--- src/rtl/ysyx_24100006_axi_pkg.sv ---
// Shared types and constants for the ysyx_24100006 AXI4 1-to-N router.
package ysyx_24100006_axi_pkg;

  localparam logic [1:0] RESP_OKAY   = 2'b00;
  localparam logic [1:0] RESP_DECERR = 2'b11;

  // Address width carried in the registered AR/AW payload.
  localparam int AXI_ADDR_W = 32;

  typedef enum logic [1:0] {
    R_IDLE,
    R_ADDR,
    R_DATA,
    R_ERR
  } r_state_e;

  typedef enum logic [2:0] {
    W_IDLE,
    W_ADDR,
    W_DATA,
    W_RESP,
    W_ERR_DATA,
    W_ERR_RESP
  } w_state_e;

  typedef struct packed {
    logic [AXI_ADDR_W-1:0] addr;
    logic [7:0]            len;
    logic [2:0]            size;
    logic [1:0]            burst;
  } ax_req_t;

endpackage

--- src/rtl/ysyx_24100006_axi_addr_dec.sv ---
// Combinational mask/base address matcher; lowest matching slave index wins.
module ysyx_24100006_axi_addr_dec #(
  parameter int                      N_SLV    = 2,
  parameter int                      ADDR_W   = 32,
  parameter logic [N_SLV*ADDR_W-1:0] SLV_BASE = '0,
  parameter logic [N_SLV*ADDR_W-1:0] SLV_MASK = '0
) (
  input  logic [ADDR_W-1:0] addr_i,
  output logic [N_SLV-1:0]  sel_o,
  output logic              err_o
);

  logic found;

  always_comb begin
    sel_o = '0;
    found = 1'b0;
    for (int i = 0; i < N_SLV; i++) begin
      if (!found && ((addr_i & SLV_MASK[i*ADDR_W +: ADDR_W]) == SLV_BASE[i*ADDR_W +: ADDR_W])) begin
        sel_o[i] = 1'b1;
        found    = 1'b1;
      end
    end
    err_o = !found;
  end

endmodule

--- src/rtl/ysyx_24100006_axi_demux.sv ---
// AXI4 1-master-to-N-slave router; the route is latched at address acceptance
// so a burst can never be re-steered. Unmapped accesses get an internal DECERR.
module ysyx_24100006_axi_demux
  import ysyx_24100006_axi_pkg::*;
#(
  parameter int                      N_SLV    = 2,
  parameter int                      ADDR_W   = 32,
  parameter int                      DATA_W   = 32,
  parameter logic [N_SLV*ADDR_W-1:0] SLV_BASE = {32'ha000_03f8, 32'h8000_0000},
  parameter logic [N_SLV*ADDR_W-1:0] SLV_MASK = {32'hffff_fff8, 32'hf800_0000}
) (
  input  logic                       clock,
  input  logic                       reset,
  input  logic                       m_arvalid,
  output logic                       m_arready,
  input  logic [ADDR_W-1:0]          m_araddr,
  input  logic [7:0]                 m_arlen,
  input  logic [2:0]                 m_arsize,
  input  logic [1:0]                 m_arburst,
  output logic                       m_rvalid,
  input  logic                       m_rready,
  output logic [DATA_W-1:0]          m_rdata,
  output logic [1:0]                 m_rresp,
  output logic                       m_rlast,
  input  logic                       m_awvalid,
  output logic                       m_awready,
  input  logic [ADDR_W-1:0]          m_awaddr,
  input  logic [7:0]                 m_awlen,
  input  logic [2:0]                 m_awsize,
  input  logic [1:0]                 m_awburst,
  input  logic                       m_wvalid,
  output logic                       m_wready,
  input  logic [DATA_W-1:0]          m_wdata,
  input  logic [DATA_W/8-1:0]        m_wstrb,
  input  logic                       m_wlast,
  output logic                       m_bvalid,
  input  logic                       m_bready,
  output logic [1:0]                 m_bresp,
  output logic [N_SLV-1:0]           s_arvalid,
  input  logic [N_SLV-1:0]           s_arready,
  output logic [N_SLV*ADDR_W-1:0]    s_araddr,
  output logic [N_SLV*8-1:0]         s_arlen,
  output logic [N_SLV*3-1:0]         s_arsize,
  output logic [N_SLV*2-1:0]         s_arburst,
  input  logic [N_SLV-1:0]           s_rvalid,
  output logic [N_SLV-1:0]           s_rready,
  input  logic [N_SLV*DATA_W-1:0]    s_rdata,
  input  logic [N_SLV*2-1:0]         s_rresp,
  input  logic [N_SLV-1:0]           s_rlast,
  output logic [N_SLV-1:0]           s_awvalid,
  input  logic [N_SLV-1:0]           s_awready,
  output logic [N_SLV*ADDR_W-1:0]    s_awaddr,
  output logic [N_SLV*8-1:0]         s_awlen,
  output logic [N_SLV*3-1:0]         s_awsize,
  output logic [N_SLV*2-1:0]         s_awburst,
  output logic [N_SLV-1:0]           s_wvalid,
  input  logic [N_SLV-1:0]           s_wready,
  output logic [N_SLV*DATA_W-1:0]    s_wdata,
  output logic [N_SLV*DATA_W/8-1:0]  s_wstrb,
  output logic [N_SLV-1:0]           s_wlast,
  input  logic [N_SLV-1:0]           s_bvalid,
  output logic [N_SLV-1:0]           s_bready,
  input  logic [N_SLV*2-1:0]         s_bresp
);

  localparam int STRB_W = DATA_W / 8;

  r_state_e         r_state_q, r_state_d;
  w_state_e         w_state_q, w_state_d;
  ax_req_t          ar_q, ar_d, aw_q, aw_d;
  logic [N_SLV-1:0] r_sel_q, r_sel_d, w_sel_q, w_sel_d;
  logic [7:0]       r_cnt_q, r_cnt_d;
  logic [N_SLV-1:0] ar_sel, aw_sel;
  logic             ar_err, aw_err;

  ysyx_24100006_axi_addr_dec #(
    .N_SLV(N_SLV), .ADDR_W(ADDR_W), .SLV_BASE(SLV_BASE), .SLV_MASK(SLV_MASK)
  ) u_ar_dec (
    .addr_i(m_araddr), .sel_o(ar_sel), .err_o(ar_err)
  );

  ysyx_24100006_axi_addr_dec #(
    .N_SLV(N_SLV), .ADDR_W(ADDR_W), .SLV_BASE(SLV_BASE), .SLV_MASK(SLV_MASK)
  ) u_aw_dec (
    .addr_i(m_awaddr), .sel_o(aw_sel), .err_o(aw_err)
  );

  always_ff @(posedge clock or posedge reset) begin
    if (reset) begin
      r_state_q <= R_IDLE;
      w_state_q <= W_IDLE;
      ar_q      <= '0;
      aw_q      <= '0;
      r_sel_q   <= '0;
      w_sel_q   <= '0;
      r_cnt_q   <= '0;
    end else begin
      r_state_q <= r_state_d;
      w_state_q <= w_state_d;
      ar_q      <= ar_d;
      aw_q      <= aw_d;
      r_sel_q   <= r_sel_d;
      w_sel_q   <= w_sel_d;
      r_cnt_q   <= r_cnt_d;
    end
  end

  always_comb begin
    r_state_d = r_state_q;
    ar_d      = ar_q;
    r_sel_d   = r_sel_q;
    r_cnt_d   = r_cnt_q;
    m_arready = 1'b0;
    m_rvalid  = 1'b0;
    m_rdata   = '0;
    m_rresp   = RESP_OKAY;
    m_rlast   = 1'b0;
    s_arvalid = '0;
    s_rready  = '0;
    for (int i = 0; i < N_SLV; i++) begin
      s_araddr[i*ADDR_W +: ADDR_W] = r_sel_q[i] ? ADDR_W'(ar_q.addr) : '0;
      s_arlen[i*8 +: 8]            = r_sel_q[i] ? ar_q.len : '0;
      s_arsize[i*3 +: 3]           = r_sel_q[i] ? ar_q.size : '0;
      s_arburst[i*2 +: 2]          = r_sel_q[i] ? ar_q.burst : '0;
    end
    case (r_state_q)
      R_IDLE: begin
        m_arready = !reset;
        if (m_arvalid && !reset) begin
          ar_d    = '{addr: AXI_ADDR_W'(m_araddr), len: m_arlen, size: m_arsize, burst: m_arburst};
          r_sel_d = ar_sel;
          if (ar_err) begin
            r_state_d = R_ERR;
            r_cnt_d   = m_arlen;
          end else begin
            r_state_d = R_ADDR;
          end
        end
      end
      R_ADDR: begin
        s_arvalid = r_sel_q;
        if (|(s_arready & r_sel_q)) r_state_d = R_DATA;
      end
      R_DATA: begin
        for (int i = 0; i < N_SLV; i++) begin
          if (r_sel_q[i]) begin
            m_rvalid = s_rvalid[i];
            m_rdata  = s_rdata[i*DATA_W +: DATA_W];
            m_rresp  = s_rresp[i*2 +: 2];
            m_rlast  = s_rlast[i];
          end
        end
        s_rready = r_sel_q & {N_SLV{m_rready}};
        if (m_rvalid && m_rready && m_rlast) r_state_d = R_IDLE;
      end
      R_ERR: begin
        m_rvalid = 1'b1;
        m_rresp  = RESP_DECERR;
        m_rlast  = (r_cnt_q == 8'd0);
        if (m_rready) begin
          if (m_rlast) r_state_d = R_IDLE;
          else         r_cnt_d   = r_cnt_q - 8'd1;
        end
      end
      default: r_state_d = R_IDLE;
    endcase
  end

  // Write path: W beats are held off until AW has been routed to its slave.
  always_comb begin
    w_state_d = w_state_q;
    aw_d      = aw_q;
    w_sel_d   = w_sel_q;
    m_awready = 1'b0;
    m_wready  = 1'b0;
    m_bvalid  = 1'b0;
    m_bresp   = RESP_OKAY;
    s_awvalid = '0;
    s_wvalid  = '0;
    s_bready  = '0;
    for (int i = 0; i < N_SLV; i++) begin
      s_awaddr[i*ADDR_W +: ADDR_W] = w_sel_q[i] ? ADDR_W'(aw_q.addr) : '0;
      s_awlen[i*8 +: 8]            = w_sel_q[i] ? aw_q.len : '0;
      s_awsize[i*3 +: 3]           = w_sel_q[i] ? aw_q.size : '0;
      s_awburst[i*2 +: 2]          = w_sel_q[i] ? aw_q.burst : '0;
      s_wdata[i*DATA_W +: DATA_W]  = (w_sel_q[i] && w_state_q == W_DATA) ? m_wdata : '0;
      s_wstrb[i*STRB_W +: STRB_W]  = (w_sel_q[i] && w_state_q == W_DATA) ? m_wstrb : '0;
      s_wlast[i]                   = w_sel_q[i] && w_state_q == W_DATA && m_wlast;
    end
    case (w_state_q)
      W_IDLE: begin
        m_awready = !reset;
        if (m_awvalid && !reset) begin
          aw_d      = '{addr: AXI_ADDR_W'(m_awaddr), len: m_awlen, size: m_awsize, burst: m_awburst};
          w_sel_d   = aw_sel;
          w_state_d = aw_err ? W_ERR_DATA : W_ADDR;
        end
      end
      W_ADDR: begin
        s_awvalid = w_sel_q;
        if (|(s_awready & w_sel_q)) w_state_d = W_DATA;
      end
      W_DATA: begin
        s_wvalid = w_sel_q & {N_SLV{m_wvalid}};
        m_wready = |(s_wready & w_sel_q);
        if (m_wvalid && m_wready && m_wlast) w_state_d = W_RESP;
      end
      W_RESP: begin
        for (int i = 0; i < N_SLV; i++) begin
          if (w_sel_q[i]) begin
            m_bvalid = s_bvalid[i];
            m_bresp  = s_bresp[i*2 +: 2];
          end
        end
        s_bready = w_sel_q & {N_SLV{m_bready}};
        if (m_bvalid && m_bready) w_state_d = W_IDLE;
      end
      W_ERR_DATA: begin
        m_wready = 1'b1;
        if (m_wvalid && m_wlast) w_state_d = W_ERR_RESP;
      end
      W_ERR_RESP: begin
        m_bvalid = 1'b1;
        m_bresp  = RESP_DECERR;
        if (m_bready) w_state_d = W_IDLE;
      end
      default: w_state_d = W_IDLE;
    endcase
  end

endmodule
--- config.mk ---
export PLATFORM = sky130hd
export DESIGN_NAME = ysyx_24100006_axi_demux
export DESIGN_NICKNAME = d
export VERILOG_FILES = /design/src/rtl/ysyx_24100006_axi_pkg.sv /design/src/rtl/ysyx_24100006_axi_addr_dec.sv /design/src/rtl/ysyx_24100006_axi_demux.sv
export SDC_FILE = /design/constraint.sdc
export NUM_CORES = 1
export LEC_CHECK = 0
export BUFFER_PORTS_ARGS = -buffer_cell sky130_fd_sc_hd__buf_4
export CAP_MARGIN = 20
export CORE_AREA = 2 2 201 203
export CTS_BUF_LIST = sky130_fd_sc_hd__clkbuf_2 sky130_fd_sc_hd__clkbuf_4 sky130_fd_sc_hd__clkbuf_8
export DETAILED_ROUTE_END_ITERATION = 7
export DIE_AREA = 0 0 203 205
export PLACE_DENSITY = 0.45
export SYNTH_ARGS = -nofsm -noshare
export SYNTH_HDL_FRONTEND = slang
export SYNTH_SLANG_ARGS = --single-unit
--- constraint.sdc ---
create_clock -name clock -period 3.45 [get_ports clock]
set_clock_uncertainty 0.15 [all_clocks]
set_input_delay 0.345 -clock clock [delete_from_list [all_inputs] [get_ports clock]]
set_output_delay 0.345 -clock clock [all_outputs]
set_load 0.01 [all_outputs]
Word-level counts from Yosys, hierarchy flattened:

Index checks and enable logic that the tools add are counted.

* add/sub/neg operators: 1
* reductions and logical operators: 29
* multiplexer cells: 75
* equal/unequal tests: 25
* bitwise operators: 6

Operator list (count)
* $mux W32: 9
* $mux W8: 8
* $eq A29 B29 Y1 const B: 2
* $mux W2: 19
* $mux W3: 11
* $ne A2 B2 Y1 const B: 12
* $pmux W3 S6: 1
* $mux W1: 17
* $pmux W8 S2: 1
* $logic_and A1 B1 Y1: 14
* $and A2 B2 Y2: 6
* $eq A5 B5 Y1 const B: 2
* $reduce_and A5 Y1: 2
* $logic_not A8 Y1: 1
* $mux W4: 2
* $pmux W1 S2: 4
* $pmux W2 S2: 2
* $pmux W2 S4: 1
* $sub A8 B1 Y8 const B: 1
* $eq A3 B2 Y1 const B: 2
* $eq A3 B3 Y1 const B: 2
* $reduce_and A6 Y1: 1
* $reduce_or A2 Y1: 3
* $eq A2 B2 Y1 const B: 2
* 8 further kinds: 11

* flip-flop bits (word level): 107
* input port bits: 218
* output and inout port bits: 306
* word-level logic and storage cells: 149

Logic depth before layout (Yosys ltp):

* word-level depth: 8
* mapped depth: 8
* gate-level depth less buffers: 7

Hierarchy:

From an unflattened synthesis, not the netlist that was laid out.

* cell total of the unflattened synthesis: 711
* area, all modules: 6927.9 µm²

Modules (own cells, without submodules)
* ysyx_24100006_axi_demux: area an instance 6725.2 µm², seq. area each 2677.6 µm², times used 1, cells an instance 685
* ysyx_24100006_axi_addr_dec: area an instance 101.3 µm², seq. area each 0.0 µm², times used 2, cells an instance 13

Worst setup path after synthesis:

OpenSTA, ideal clock, no wires.

* path kind: input port to flip-flop
* from: in reset
* to: reg r_cnt_q[1]
* required time: 3221 ps
* library setup time: 79 ps
* arrival time: 3766 ps
* path buffers: 2
* slack: -546 ps
* stages on the path: 7
* cells stage by stage: inv_1 > and3_1 > buf_6 > a31o_2 > and3_4 > buf_6 > mux2i_1

* longest elaborated chain between the ends: 4

RTL lines
* start: declaration: line ysyx_24100006_axi_demux.sv:13 `input logic reset,`
* $logic_not A1 Y1: line ysyx_24100006_axi_demux.sv:129 `if (m_arvalid && !reset) begin`
* $logic_and A1 B1 Y1: line ysyx_24100006_axi_demux.sv:129
* $ne A2 B2 Y1 (no line)
* $reduce_and A5 Y1 (no line)
* end signal: assignment: line ysyx_24100006_axi_demux.sv:104 `r_cnt_q <= r_cnt_d;`
* end: declaration: line ysyx_24100006_axi_demux.sv:72 `logic [7:0] r_cnt_q, r_cnt_d;`

No other way between the ends.
A chain may end at the register's enable or synchronous reset.

Worst setup path after layout:

* from: reg w_state_q[1]
* to: out s_wdata[47]

* longest elaborated chain between the ends: 3

RTL lines
* start: declaration: line ysyx_24100006_axi_demux.sv:69 `w_state_e w_state_q, w_state_d;`
* start signal: assignment: line ysyx_24100006_axi_demux.sv:99 `w_state_q <= w_state_d;`
* $eq A3 B2 Y1: line ysyx_24100006_axi_demux.sv:186 `s_wdata[i*DATA_W +: DATA_W] = (w_sel_q[i] && w_state_q == W_DATA) ? m_wdata : '0;`
* $logic_and A1 B1 Y1: line ysyx_24100006_axi_demux.sv:186
* $mux W32: line ysyx_24100006_axi_demux.sv:186
* end: declaration: line ysyx_24100006_axi_demux.sv:58 `output logic [N_SLV*DATA_W-1:0] s_wdata,`

No other way between the ends.

==> impl_metrics.prom <==
# TYPE chip_impl_metric gauge
chip_impl_info{name="critical_path.cell_chain",value="nor2b_1 -> nor2b_4 -> buf_12 -> and3_1 -> buf_4"} 1
chip_impl_metric{name="cts.path.max_buffers",unit=""} 2
chip_impl_metric{name="die_width",unit="µm"} 203
chip_impl_metric{name="pwr_density_cell",unit="mW/mm²"} 366
chip_impl_metric{name="antenna_found_initial",unit=""} 2
chip_impl_info{name="tritoncts",value="built"} 1
chip_impl_metric{name="post_synth.cell_area_avg",unit="µm²"} 8.55
chip_impl_metric{name="grt_first_pass_wirelength",unit="µm"} 48100
chip_impl_metric{name="totalNegativeSetupSlack",unit="ns"} 0
chip_impl_metric{name="report.final.setup_viol",unit=""} 0
chip_impl_metric{name="syn-num-nets",unit=""} 1025
chip_impl_metric{name="drt_first_iter_violations",unit=""} 453
chip_impl_metric{name="yosys_warnings",unit=""} 0
chip_impl_info{name="critical_path.slowest_cell",value="nor2b_4"} 1
chip_impl_metric{name="rows",unit=""} 73
chip_impl_metric{name="dp_hpwl",unit="µm"} 26400
chip_impl_metric{name="synthDistinctLibCells",unit=""} 55
chip_impl_metric{name="routed_wire_length_per_instance",unit="µm"} 17.8
chip_impl_metric{name="gr-total-overflow",unit=""} 0
chip_impl_metric{name="insertion_delay",unit="ns"} 0.40
chip_impl_metric{name="syn_inst",unit=""} 806
chip_impl_metric{name="fmaxAchievable",unit="MHz"} 352
chip_impl_info{name="min_from",value="m_awaddr[31]"} 1
chip_impl_metric{name="drt-vias-per-instance",unit=""} 4.20
chip_impl_info{name="rsz_0062_raised_after_global_routing",value="false"} 1
chip_impl_metric{name="synthArstFlopShare",unit=""} 1.00
chip_impl_metric{name="hold_viol",unit=""} 0
chip_impl_metric{name="power.static_leakage",unit="nW"} 6.52
chip_impl_metric{name="synthToLayoutAreaGrowth",unit="%"} 78.6
chip_impl_metric{name="worst_ep_required_time",unit="ns"} 2.95
chip_impl_metric{name="port-buffer-count",unit=""} 523
chip_impl_metric{name="via_count",unit=""} 7947
chip_impl_metric{name="worstPathArrival",unit="ns"} 2.35
chip_impl_metric{name="r2r_slack",unit="ns"} 0.94
chip_impl_info{name="ys.flop_type",value="dfrtp_1"} 1
chip_impl_metric{name="cts_post_setup_buffers_inserted",unit=""} 0
chip_impl_metric{name="worst_hold_path.num_cells",unit=""} 2
chip_impl_info{name="setup.worst_path.start_class",value="flip-flop"} 1
chip_impl_metric{name="period_minus_slack",unit="ns"} 2.84
chip_impl_metric{name="drt-pass1-iter-count",unit=""} 4
chip_impl_metric{name="synth-edff-count",unit=""} 0
chip_impl_metric{name="cts.sink_count",unit=""} 107
chip_impl_metric{name="finalMaxSlewViolations",unit=""} 0
chip_impl_info{name="timing.setup.critical_path_class",value="flip-flop to primary output"} 1
chip_impl_info{name="crit-reg2reg-launch",value="w_state_q[0]$_DFFE_PP0P_"} 1
chip_impl_metric{name="cts_inserted_buffers",unit=""} 9
chip_impl_metric{name="r2r_cells",unit=""} 4
chip_impl_metric{name="ys_ff_latch",unit=""} 107
chip_impl_info{name="min-delay-path-class",value="input port to flip-flop"} 1
chip_impl_metric{name="post-route-worst-setup-slack",unit="ns"} 0.609
chip_impl_metric{name="yosysSeqAreaShare",unit=""} 0.388
chip_impl_metric{name="final_layout_size_suffix_gt1_frac",unit=""} 0.452
chip_impl_metric{name="drt.antenna.violating_nets",unit=""} 0
chip_impl_metric{name="initial_core_utilization",unit=""} 0.175
chip_impl_metric{name="grt_util_all_layers",unit=""} 0.152
chip_impl_metric{name="die-height",unit="µm"} 205
chip_impl_metric{name="critPathBufInv",unit=""} 2
chip_impl_metric{name="io_pins",unit=""} 524
chip_impl_metric{name="irDropWorstVdd",unit="V"} 0.000150
chip_impl_metric{name="drc_errors",unit=""} 0
chip_impl_metric{name="gp_congestion",unit=""} 0.839
chip_impl_metric{name="slew_at_the_pin_closest_to_its_max_slew_limit",unit="ns"} 0.788
chip_impl_metric{name="first_global_vias",unit=""} 7906
chip_impl_metric{name="post_cts_resize_count",unit=""} 0
chip_impl_info{name="whs_endpoint",value="aw_q[44]$_DFFE_PP0P_"} 1
chip_impl_info{name="timing.rr.end",value="aw_q[24]$_DFFE_PP0P_"} 1
chip_impl_info{name="setup.worst_path.end_class",value="primary output"} 1
chip_impl_metric{name="die_area",unit="mm²"} 0.0416
chip_impl_metric{name="core_box_area",unit="mm²"} 0.0394
chip_impl_metric{name="clock_transition_at_the_register_clock_pins_on_the_worst_setup_and_hold_paths_after_cts",unit="ns"} 0.11
chip_impl_metric{name="htreeDepth",unit=""} 3
chip_impl_metric{name="worstPathMaxFanout",unit=""} 49
chip_impl_metric{name="grt_start_max_net_pins",unit=""} 99
chip_impl_metric{name="max_stage_delay",unit="ns"} 0.56
chip_impl_metric{name="maxSlewHeadroom",unit=""} 0.467
chip_impl_metric{name="syn-cell-area",unit="mm²"} 0.00689
chip_impl_metric{name="final_min_period_over_clock_period",unit=""} 0.823
chip_impl_info{name="critical-path-top-delay-family",value="simple AND/OR/NAND/NOR gates"} 1
chip_impl_info{name="clock_tree.root_cell",value="clkbuf_8"} 1
chip_impl_metric{name="final_net_count",unit=""} 1580
chip_impl_info{name="layout_common_cells",value="buf_4, and2_1, nand2_1"} 1
chip_impl_metric{name="place_worst_setup_slack",unit="ns"} 0.893
chip_impl_info{name="mostFrequentLayoutCell",value="buf_4"} 1
chip_impl_info{name="run_status",value="completed"} 1
chip_impl_metric{name="wl",unit="µm"} 33600
chip_impl_metric{name="drv_cap",unit=""} 0
chip_impl_metric{name="cts-hold-fix-buffers",unit=""} 73
per-stage QoR:
stage                     instance area, µm²  hold slack [ns]  cells  total power, mW   util
after floorplan                         6900            0.300    806             2.91      -
after global placement                 11400            0.244   1802             3.63  0.289
after detailed placement               11400            0.244   1802             3.67  0.289
after CTS                              12300          0.00172   1891             4.62  0.313
after global routing                   12300          0.00528   1892             4.88  0.313
final                                  12300           0.0383   1892             4.51  0.313
cells by family (layout without fill, tap and decap cells):
| kind of cell | after synthesis | in the layout | share of synthesized area |
|---|---|---|---|
| simple gates | 494 | 494 | 0.396 |
| compound gates | 87 | 87 | 0.0971 |
| buf+inv | 71 | 631 | 0.0412 |
| flops | 107 | 107 | 0.388 |
| other cells | 0 | 1 | 0 |
| mux | 46 | 46 | 0.0750 |
| fa+ha+maj | 1 | 1 | 0.00181 |
per-layer routing:
metal	vias to the layer above	GRT usage	part of all wire
met1	3777	0.188	0.42
met2	302	0.268	0.50
met5	-	0	0
met3	24	0.0305	0.061
li1	3844	-	-
met4	0	0.0420	0.020
worst register-to-register path, cell delays in order, from the launching register on:
cell	delay, ns
dfrtp_1	0.57
nor4_1	0.46
nand2_2	0.47
buf_4	0.44
mux2_2	0.34
how the worst max path moves through the flow:
stage                                   endpoint  cells past startpoint                startpoint
after floorplan           r_cnt_q[1]$_DFFE_PP0P_                      7                     reset
after global placement      aw_q[23]$_DFFE_PP0P_                      4  w_state_q[0]$_DFFE_PP0P_
after detailed placement     aw_q[6]$_DFFE_PP0P_                      4  w_state_q[0]$_DFFE_PP0P_
after CTS                            s_wdata[47]                      5  w_state_q[1]$_DFFE_PP0P_
after global routing                 s_wdata[47]                      5  w_state_q[1]$_DFFE_PP0P_
final                                s_wdata[47]                      5  w_state_q[1]$_DFFE_PP0P_
cells in the mapped netlist, types with 2 or more instances:
master	number	share of area
inv_1	4	0.0022
a21oi_1	10	0.0073
a22o_1	36	0.046
nand2b_1	4	0.0036
and4b_1	2	0.0029
a32o_1	2	0.0029
buf_6	2	0.0033
nand3_1	5	0.0036
or3_1	2	0.0018
nand2_1	162	0.088
nand4_1	2	0.0018
nor2_1	10	0.0054
o21ai_0	12	0.0087
o22ai_1	3	0.0027
nor3_1	5	0.0036
and3_1	84	0.076
dfrtp_1	107	0.39
a31oi_1	2	0.0018
mux2_2	45	0.074
clkbuf_1	62	0.034
and2_1	183	0.17
nor4b_1	4	0.0051
or4_1	2	0.0022
nor4_1	5	0.0045
nor3b_1	3	0.0033
a221oi_1	2	0.0025
nor2b_1	8	0.0073
a22oi_1	4	0.0044
nand4b_1	2	0.0025
buf_2	2	0.0015
a41oi_1	6	0.0076
where the power goes:
part | internal, mW | total (mW) | switching [mW]
Combinational | 0.796 | 1.41 | 0.610
Clock | 0.300 | 0.828 | 0.527
Sequential | 1.79 | 2.27 | 0.478
Total | 2.89 | 4.51 | 1.62
state kept, by name, indices dropped and copies added, names as in the netlist:
register and count:
aw_q 45, r_state_q 2, r_sel_q 2, w_state_q 3
w_sel_q 2, r_cnt_q 8, ar_q 45
final cells by class:
type	count	area [µm²]
Fill cell	4232	27100
Timing Repair Buffer	611	4810
Multi-Input combinational cell	628	3950
Sequential cell	107	2680
Tap cell	525	657
Clock buffer	10	138
Clock inverter	6	55.1
Inverter	4	18.8
Antenna cell	1	2.50
Power figures use the tool's default switching activity.
